**src/rtl/apb_pkg.sv**
```systemverilog
// Shared definitions for the APB initiator: FSM state encoding and the
// register-file addresses of the SENT transmitter block.
package apb_pkg;

  typedef enum logic [1:0] {
    IDLE   = 2'd0,
    SETUP  = 2'd1,
    ACCESS = 2'd2,
    RESP   = 2'd3
  } apb_state_t;

  localparam int unsigned APB_ADDR_CTRL      = 2;
  localparam int unsigned APB_ADDR_TX_FIFO   = 4;
  localparam int unsigned APB_ADDR_DATA_FIFO = 6;

endpackage

```
**src/rtl/apb_timeout_counter.sv**
```systemverilog
// Saturating wait counter for the ACCESS phase; expired flags the last
// permitted wait cycle. LIMIT=0 disables expiry.
module apb_timeout_counter #(
  parameter int unsigned LIMIT = 16
) (
  input  logic clk,
  input  logic rst_n,
  input  logic clear,
  input  logic enable,
  output logic expired
);

  localparam int unsigned CW = (LIMIT > 0) ? $clog2(LIMIT + 1) : 1;
  localparam logic [CW-1:0] COUNT_MAX = '1;

  logic [CW-1:0] count_reg;

  always_ff @(posedge clk or negedge rst_n) begin
    if (!rst_n) begin
      count_reg <= '0;
    end else if (clear) begin
      count_reg <= '0;
    end else if (enable && (count_reg != COUNT_MAX)) begin
      count_reg <= count_reg + 1'b1;
    end
  end

  assign expired = (LIMIT != 0) && (count_reg == CW'(LIMIT - 1));

endmodule

```
**src/rtl/apb_master_initiator.sv**
```systemverilog
// Command-stream to APB bridge: one SETUP/ACCESS transfer per accepted
// command, result returned on a valid/ready response channel.
module apb_master_initiator
  import apb_pkg::*;
#(
  parameter int unsigned ADDRESSWIDTH   = 4,
  parameter int unsigned DATAWIDTH      = 8,
  parameter int unsigned TIMEOUT_CYCLES = 16
) (
  input  logic                    PCLK,
  input  logic                    PRESETn,
  input  logic                    cmd_valid,
  output logic                    cmd_ready,
  input  logic                    cmd_write,
  input  logic [ADDRESSWIDTH-1:0] cmd_addr,
  input  logic [DATAWIDTH-1:0]    cmd_wdata,
  output logic                    rsp_valid,
  input  logic                    rsp_ready,
  output logic [DATAWIDTH-1:0]    rsp_rdata,
  output logic                    rsp_timeout,
  output logic                    busy,
  output logic [ADDRESSWIDTH-1:0] PADDR,
  output logic [DATAWIDTH-1:0]    PWDATA,
  output logic                    PWRITE,
  output logic                    PSELx,
  output logic                    PENABLE,
  input  logic [DATAWIDTH-1:0]    PRDATA,
  input  logic                    PREADY
);

  apb_state_t state_reg, state_next;

  logic [ADDRESSWIDTH-1:0] paddr_reg, paddr_next;
  logic [DATAWIDTH-1:0]    pwdata_reg, pwdata_next;
  logic                    pwrite_reg, pwrite_next;
  logic                    psel_reg, psel_next;
  logic                    penable_reg, penable_next;
  logic                    rsp_valid_reg, rsp_valid_next;
  logic [DATAWIDTH-1:0]    rsp_rdata_reg, rsp_rdata_next;
  logic                    rsp_timeout_reg, rsp_timeout_next;

  logic cnt_clear;
  logic cnt_enable;
  logic cnt_expired;

  apb_timeout_counter #(
    .LIMIT(TIMEOUT_CYCLES)
  ) u_timeout (
    .clk    (PCLK),
    .rst_n  (PRESETn),
    .clear  (cnt_clear),
    .enable (cnt_enable),
    .expired(cnt_expired)
  );

  always_ff @(posedge PCLK or negedge PRESETn) begin
    if (!PRESETn) begin
      state_reg       <= IDLE;
      paddr_reg       <= '0;
      pwdata_reg      <= '0;
      pwrite_reg      <= 1'b0;
      psel_reg        <= 1'b0;
      penable_reg     <= 1'b0;
      rsp_valid_reg   <= 1'b0;
      rsp_rdata_reg   <= '0;
      rsp_timeout_reg <= 1'b0;
    end else begin
      state_reg       <= state_next;
      paddr_reg       <= paddr_next;
      pwdata_reg      <= pwdata_next;
      pwrite_reg      <= pwrite_next;
      psel_reg        <= psel_next;
      penable_reg     <= penable_next;
      rsp_valid_reg   <= rsp_valid_next;
      rsp_rdata_reg   <= rsp_rdata_next;
      rsp_timeout_reg <= rsp_timeout_next;
    end
  end

  always_comb begin
    state_next       = state_reg;
    paddr_next       = paddr_reg;
    pwdata_next      = pwdata_reg;
    pwrite_next      = pwrite_reg;
    rsp_rdata_next   = rsp_rdata_reg;
    rsp_timeout_next = rsp_timeout_reg;
    cnt_clear        = 1'b0;
    cnt_enable       = 1'b0;

    case (state_reg)
      IDLE: begin
        if (cmd_valid) begin
          paddr_next  = cmd_addr;
          pwdata_next = cmd_wdata;
          pwrite_next = cmd_write;
          state_next  = SETUP;
        end
      end
      SETUP: begin
        cnt_clear  = 1'b1;
        state_next = ACCESS;
      end
      ACCESS: begin
        // PREADY wins over expiry on the last permitted wait cycle
        if (PREADY) begin
          rsp_rdata_next   = pwrite_reg ? '0 : PRDATA;
          rsp_timeout_next = 1'b0;
          state_next       = RESP;
        end else if (cnt_expired) begin
          rsp_rdata_next   = '0;
          rsp_timeout_next = 1'b1;
          state_next       = RESP;
        end else begin
          cnt_enable = 1'b1;
        end
      end
      RESP: begin
        if (rsp_ready) begin
          state_next = IDLE;
        end
      end
      default: state_next = IDLE;
    endcase

    // Bus strobes are registered, so they follow the state being entered
    psel_next      = (state_next == SETUP) || (state_next == ACCESS);
    penable_next   = (state_next == ACCESS);
    rsp_valid_next = (state_next == RESP);
  end

  assign cmd_ready   = PRESETn && (state_reg == IDLE);
  assign busy        = (state_reg != IDLE);
  assign PADDR       = paddr_reg;
  assign PWDATA      = pwdata_reg;
  assign PWRITE      = pwrite_reg;
  assign PSELx       = psel_reg;
  assign PENABLE     = penable_reg;
  assign rsp_valid   = rsp_valid_reg;
  assign rsp_rdata   = rsp_rdata_reg;
  assign rsp_timeout = rsp_timeout_reg;

endmodule

```
**config.mk**
```make
export PLATFORM = sky130hd
export DESIGN_NAME = apb_master_initiator
export DESIGN_NICKNAME = d
export VERILOG_FILES = /design/src/rtl/apb_pkg.sv /design/src/rtl/apb_timeout_counter.sv /design/src/rtl/apb_master_initiator.sv
export SDC_FILE = /design/constraint.sdc
export NUM_CORES = 1
export LEC_CHECK = 0
export CORE_ASPECT_RATIO = 0.75
export CORE_MARGIN = 1.5
export CORE_UTILIZATION = 25
export CTS_CLUSTER_SIZE = 25
export DETAILED_ROUTE_END_ITERATION = 8
export GPL_TIMING_DRIVEN = 0
export PLACE_DENSITY_LB_ADDON = 0.05
export SLEW_MARGIN = 25
export SYNTH_ARGS = -nofsm -noshare
export SYNTH_HDL_FRONTEND = slang
export SYNTH_HIERARCHICAL = 1
export SYNTH_SLANG_ARGS = --single-unit
```
**constraint.sdc**
```tcl
create_clock -name PCLK -period 2.4 [get_ports PCLK]
set_input_delay 0.72 -clock PCLK [delete_from_list [all_inputs] [get_ports PCLK]]
set_output_delay 0.72 -clock PCLK [all_outputs]
set_load 0.02 [all_outputs]
```
==> results of run 1 <==
layer usage:
metal | global-route usage [%] | up-vias | share of wire, %
li1 | - | 505 | -
met3 | 4.40 | 5 | 6.6
met1 | 14.1 | 521 | 44
met4 | 4.62 | 0 | 1.1
met5 | 0 | - | 0
met2 | 20.1 | 38 | 48
worst paths after layout:
| kind | to | slack (ps) | depth (start not counted) |
|---|---|---|---|
| worst min-delay path | PWDATA[0] | 250 | 1 |
| worst max-delay path | cmd_ready | 130 | 4 |
| min in group PCLK | PWDATA[7] | 480 | 1 |
| max in group asynchronous | state_reg[0] | 1810 | 2 |
| worst min register to register | PWDATA[7] | 480 | 1 |
| worst max register to register | u_timeout/count_reg[3] | 240 | 7 |
worst max-delay path: cells and delay by family:
family,cells,cell delay (ps)
buf+inv,3,680
simple gates,1,130
final cells by class:
type,count,area [µm²]
multi-input combinational,75,552
sequential,32,801
tap,75,93.8
fill,530,3230
timing repair buffer,53,548
buffer,3,26.3
inverter,3,11.3
clock buffer,8,90.1
power groups by stage:
| stage | Clock, mW | Sequential, mW | Combinational (mW) |
|---|---|---|---|
| 2_1_floorplan | 0 | 1.19 | 0.468 |
| 3_3_place_gp | 0 | 0.938 | 1.30 |
| 3_5_place_dp | 0 | 0.952 | 1.32 |
| 4_1_cts | 0.449 | 0.944 | 1.32 |
| 5_1_grt | 0.469 | 0.976 | 1.42 |
| 6_report | 0.426 | 0.943 | 1.30 |
cell families after synthesis:
logic type               share of synthesized area, %
flip-flops                                       57.6
buffers and inverters                            2.70
multiplexers                                     14.2
AO/OA/AOI/OAI                                    8.10
adder cells (fa/ha/maj)                          3.60
XOR/XNOR                                         1.26
AND/OR/NAND/NOR                                  12.5
through the flow:
stage	utilization [%]	power [mW]	instance area, µm²	std cells	hold slack, ps
6_report	39.6	2.67	2120	249	253
5_1_grt	39.6	2.87	2120	249	246
4_1_cts	39.6	2.72	2120	249	288
3_5_place_dp	37.9	2.27	2030	241	475
3_3_place_gp	37.4	2.24	2000	240	467
2_1_floorplan	-	1.66	1390	113	424
layout by cell type, fill, tap and decap left out, types with 3 or more instances in the layout:
master,count
sky130_fd_sc_hd__o21ai_1,9
sky130_fd_sc_hd__dfrtp_1,32
sky130_fd_sc_hd__mux2_1,6
sky130_fd_sc_hd__inv_1,3
sky130_fd_sc_hd__clkdlybuf4s50_1,50
sky130_fd_sc_hd__ha_1,4
sky130_fd_sc_hd__mux2_4,8
sky130_fd_sc_hd__o21ai_0,8
sky130_fd_sc_hd__buf_6,3
sky130_fd_sc_hd__clkbuf_8,6
sky130_fd_sc_hd__nand2_1,9
sky130_fd_sc_hd__nor2_1,9
sky130_fd_sc_hd__clkbuf_1,3
==> run metrics, run 1 <==
status=completed; initial core utilization=26.0%; number of buffers inserted during clock tree synthesis=5; Die ar.=between 6000 and 7000 µm²; critical-path cell list=buf_6 > buf_16 > and2_1 > dlygate4sd2_1; antenna violations before repair=0; Setup violations, final=0; number of optimization iterations in the first detailed-route pass=4; source of the critical timing path=PRESETn; number of flops mapped to enable cells by yosys=0; largest net degree at the start of global routing=21; maximum clock skew at final layout=7.09 ps; total I/O pin count=53; Gate Count Post-Synth=between 100 and 150; Diodes inserted=0; IR Drop Worst-Case VDD=between 0.4 and 0.5 mV; DR vias=~1,100; number of max-slew violations in the final report=0; area of the core=~5400 µm²; highest achievable clock rate=441 MHz; clock power share=between 10% and 20%; area growth from synthesis to final layout=52.7%; number of global-route vias before repair=~1,100; internal portion of total power=roughly 1.7 mW; largest cells by area after synthesis=sky130_fd_sc_hd__dfrtp_1 (58%), sky130_fd_sc_hd__mux2_4 (8.6%), sky130_fd_sc_hd__mux2_1 (4.9%); post-synth top area cell=sky130_fd_sc_hd__dfrtp_1; total of hold buffers inserted after clock tree synthesis=0; clk_lat worst skew=between 200 and 300 ps; root buffer selected by CTS=sky130_fd_sc_hd__clkbuf_8; leading register cell type out of synthesis=sky130_fd_sc_hd__dfrtp_1; first-pass GRT wire length=roughly 5.3 mm; placer congestion estimate=approximately 0.72; Final TNS setup=0 ps; Slew headroom=approximately three fifths; Gates resized, CTS repair=2; post-synth cell types=29; TritonCTS sink count=32; #FFs+latches synth=32; area fraction of the dominant cell type after synthesis=roughly 58%; worst hold-check path type=in2async; sequential cell area fraction in the yosys report=between 50 and 60%; power per cell area=between 1000 and 1500 nW/µm²; Max Root-Sink Buffers=2; cell with the largest stage delay on the worst path=sky130_fd_sc_hd__dlygate4sd2_1; average wire per standard cell=13.2 µm; Yosys warning total=6; transition at the pin with the smallest max-transition slack=roughly 590 ps; share of cells above drive strength 1=12.1%; time the worst path needs with I/O delays and setup=~2300 ps; DRT Wirelength=about 3.3 mm; Reg-to-Reg Start=u_timeout/count_reg[0]; top cells by instance count after synthesis=sky130_fd_sc_hd__dfrtp_1 (32), sky130_fd_sc_hd__nand2_1 (9), sky130_fd_sc_hd__nor2_1 (9), sky130_fd_sc_hd__o21ai_1 (9); highest fanout seen on the critical path=20; CP endpoint kind=output port; DRT iter0 DRCs=between 60 and 70; Post-Place Setup Slack=-347 ps; post-route antenna net violation count=0; PortBufs=between 50 and 60; most used standard cell by instance count after synthesis=sky130_fd_sc_hd__dfrtp_1; H-tree depth=2; Mapped Nets=roughly 140; Logic pwr share=48.7%; fraction of registers with async set or reset after synthesis=100%; critical path class=in2out; total net switching power=slightly below 1 mW; Worst Slack Setup Final=approximately 130 ps; netlist area before placement=~1400 µm²; aggregate global-route resource usage=12.0%; Post-CTS Setup Inserts=0; y dimension of the die=just under 70 µm; clock-pin slew reported for the worst setup and hold paths after clock tree synthesis=around 70 ps; final worst-path cycle share=94.4%; vias per cell=between 4 and 5; total number of nets in the final design=~200; Chip Width=about 89 µm; total congestion overflow=0; CTS tree=yes; WP data arrival=approximately 1600 ps; Detail Placement HPWL=approximately 2.4 mm; sequential share of power=around a third; number of failing hold endpoints at the final stage=0; average footprint of a synthesized cell=12.3 µm²; largest incremental delay on the critical path=between 300 and 400 ps; leakage power=between 0.9 and 1 nW; critical path launch point type=primary input; Sw Ratio=36.1%; unrepaired setup endpoints after global routing=false; number of rows created at floorplan=23; max_cap viols=0; required time worst endpoint=approximately 1700 ps; DRC violations left=0
Power figures use the tool's default switching activity.
==> run 2: changes to the inputs <==
Settings changed: ABC_AREA set to 1.
==> run 2 against run 1 <==
Against the previous run: first-iteration DRC count shrank 36%; maximum frequency down 0.23%; largest power group unchanged; highest routed layer unchanged; clock power about the same; clock skew decreased by 2.9 ps; via count is 19% higher; register-to-register slack improved by 380 ps.
==> run metrics, run 2 <==
Finished Core Util=around two fifths; R2R Path End=PSELx; placer congestion estimate=roughly 0.74; total congestion overflow=0; clock-pin slew reported for the worst setup and hold paths after clock tree synthesis=70 ps; sequential cell area fraction in the yosys report=between 50% and 60%; post-synth cell types=15; H-tree depth=2; aggregate global-route resource usage=between 10% and 20%; leakage power=roughly 1.1 nW; share of cells above drive strength 1=between 8 and 9%; average wire per standard cell=roughly 11 µm; average footprint of a synthesized cell=approximately 8.1 µm²; largest net degree at the start of global routing=21; netlist area before placement=about 1500 µm²; fraction of registers with async set or reset after synthesis=between 90% and 100%; power per cell area=between 1000 and 1500 nW/µm²; largest cells by area after synthesis=sky130_fd_sc_hd__dfrtp_1 (55%), sky130_fd_sc_hd__nand2_1 (17%), sky130_fd_sc_hd__nand3_1 (6.5%); Final TNS setup=0 ps; time the worst path needs with I/O delays and setup=2270 ps; worst hold-check path type=in2async; total of hold buffers inserted after clock tree synthesis=0; initial core utilization=a little over a quarter; TritonCTS sink count=32; number of failing hold endpoints at the final stage=0; transition at the pin with the smallest max-transition slack=277 ps; post-synth top area cell=sky130_fd_sc_hd__dfrtp_1; number of max-slew violations in the final report=0; y dimension of the die=between 60 and 70 µm; DRT iter0 DRCs=39; post-route non-filler standard cell count=approximately 320; post-route cell area=2190 µm²; number of fillers in the final layout=571; Mapped Nets=210; antenna violations before repair=0; number of rows created at floorplan=23; DRC violations left=0; commonest cells after routing, fill and taps aside=sky130_fd_sc_hd__nand2_1 (68), sky130_fd_sc_hd__clkdlybuf4s50_1 (50), sky130_fd_sc_hd__dfrtp_1 (32); maximum clock skew at final layout=around 4.2 ps; required time worst endpoint=~1700 ps; instance area at placement=approximately 2100 µm²; max_cap viols=0; Setup violations, final=0; Worst Slack Setup Final=between 100 and 150 ps; Cell Count Post-Placement=308; area growth from synthesis to final layout=50.0%; Gate Count Post-Synth=180; most used standard cell by instance count after synthesis=sky130_fd_sc_hd__nand2_1; number of flops mapped to enable cells by yosys=0; status=completed; PortBufs=52; total I/O pin count=53; Chip Width=between 90 and 100 µm; Yosys warning total=6; WP data arrival=about 1600 ps; number of buffers inserted during clock tree synthesis=5; DR vias=1,270; CTS tree=yes; Max Root-Sink Buffers=2; first-pass GRT wire length=about 6.2 mm; DRT Wirelength=approximately 3.4 mm; highest fanout seen on the critical path=6; final worst-path cycle share=approximately 95%; Reg-to-Reg Start=u_timeout/count_reg[0]; root buffer selected by CTS=sky130_fd_sc_hd__clkbuf_8; Detail Placement HPWL=~2.5 mm; IR Drop Worst-Case VDD=between 0.4 and 0.5 mV; post-route antenna net violation count=0; unrepaired setup endpoints after global routing=false; #FFs+latches synth=32; area of the core=between 5000 and 6000 µm²; number of global-route vias before repair=1,311; Diodes inserted=0; internal reg-to-reg setup slack=620 ps; leading register cell type out of synthesis=sky130_fd_sc_hd__dfrtp_1; most frequent standard cell in the layout excluding fill and tap cells=sky130_fd_sc_hd__nand2_1; hold_ws=roughly 250 ps; vias per cell=around 4.0; Die ar.=6320 µm²; depth of the worst register-to-register path=9; Post-Place Setup Slack=-369 ps; clk_lat worst skew=approximately 280 ps; post-route total power=2.52 mW; critical path launch point type=register; highest achievable clock rate=440 MHz; area fraction of the dominant cell type after synthesis=54.7%; CP endpoint kind=output port; Slew headroom=about four fifths; critical path class=reg2out; total number of nets in the final design=between 200 and 300; number of optimization iterations in the first detailed-route pass=4; top cells by instance count after synthesis=sky130_fd_sc_hd__nand2_1 (68), sky130_fd_sc_hd__dfrtp_1 (32), sky130_fd_sc_hd__nor2_1 (22)
==> run 2: cell types whose count changed after synthesis, sizes merged, moves of 3 or more <==
| cell | delta |
|---|---|
| mux2 | -14 |
| nor2b | -3 |
| nand2 | +62 |
| inv | +20 |
| nand3 | +19 |
| nor2 | +15 |
| o21ai | -16 |
==> run 2: logic make-up after synthesis <==
logic type      count (synthesis)  share of synthesized area [%]
simple gates                  115                           32.8
flops                          32                           54.7
buf+inv                        27                           8.30
fa+ha+maj                       4                           3.42
compound gates                  2                          0.684
==> run 2: final cells by class <==
type                       count  area [µm²]  share of cell area [%]
multi-input combinational    121         541                    24.6
buffer                         4        35.0                    1.60
timing repair buffer          53         548                    25.0
inverter                      23        86.3                    3.93
sequential                    32         801                    36.5
clock buffer                   8        90.1                    4.10
tap                           75        93.8                    4.28
==> run 2: what timing repair did <==
action | in CTS | in global routing
setup endpoints to repair | 1 | 1
gates cloned | 0 | 0
buffers inserted | 0 | 0
gates resized for setup | 2 | 1
==> run 2: report_power, final <==
part           switching (mW)  internal [mW]
Combinational           0.665          0.536
Sequential              0.134          0.756
Clock                   0.193          0.234
Total                   0.991           1.53
==> run 2: worst max path at each step <==
stage | startpoint | end | slack (ps) | depth (start not counted)
floorplan | PRESETn | cmd_ready | 650 | 2
global placement | PRESETn | cmd_ready | -1540 | 4
detailed placement | PRESETn | cmd_ready | -370 | 5
CTS | PRESETn | cmd_ready | 40 | 5
global route | PRESETn | cmd_ready | 30 | 5
finish | state_reg[0] | busy | 130 | 3
==> run 2: critical path, cell delays in order, from the launching register on <==
cell                              delay, ps
sky130_fd_sc_hd__dfrtp_1                450
sky130_fd_sc_hd__nor2_4                 190
sky130_fd_sc_hd__inv_1                   80
sky130_fd_sc_hd__clkdlybuf4s50_1        540
==> run 2: layer usage <==
metal / routed length, µm / share of wire (%) / up-vias / GRT usage (%)
met4: 22 / 0.65 / 0 / 3.13
li1: - / - / 663 / -
met3: 174 / 5.1 / 5 / 3.84
met2: 1430 / 42 / 32 / 17.8
met5: 0 / 0 / - / 0
met1: 1780 / 52 / 570 / 17.5
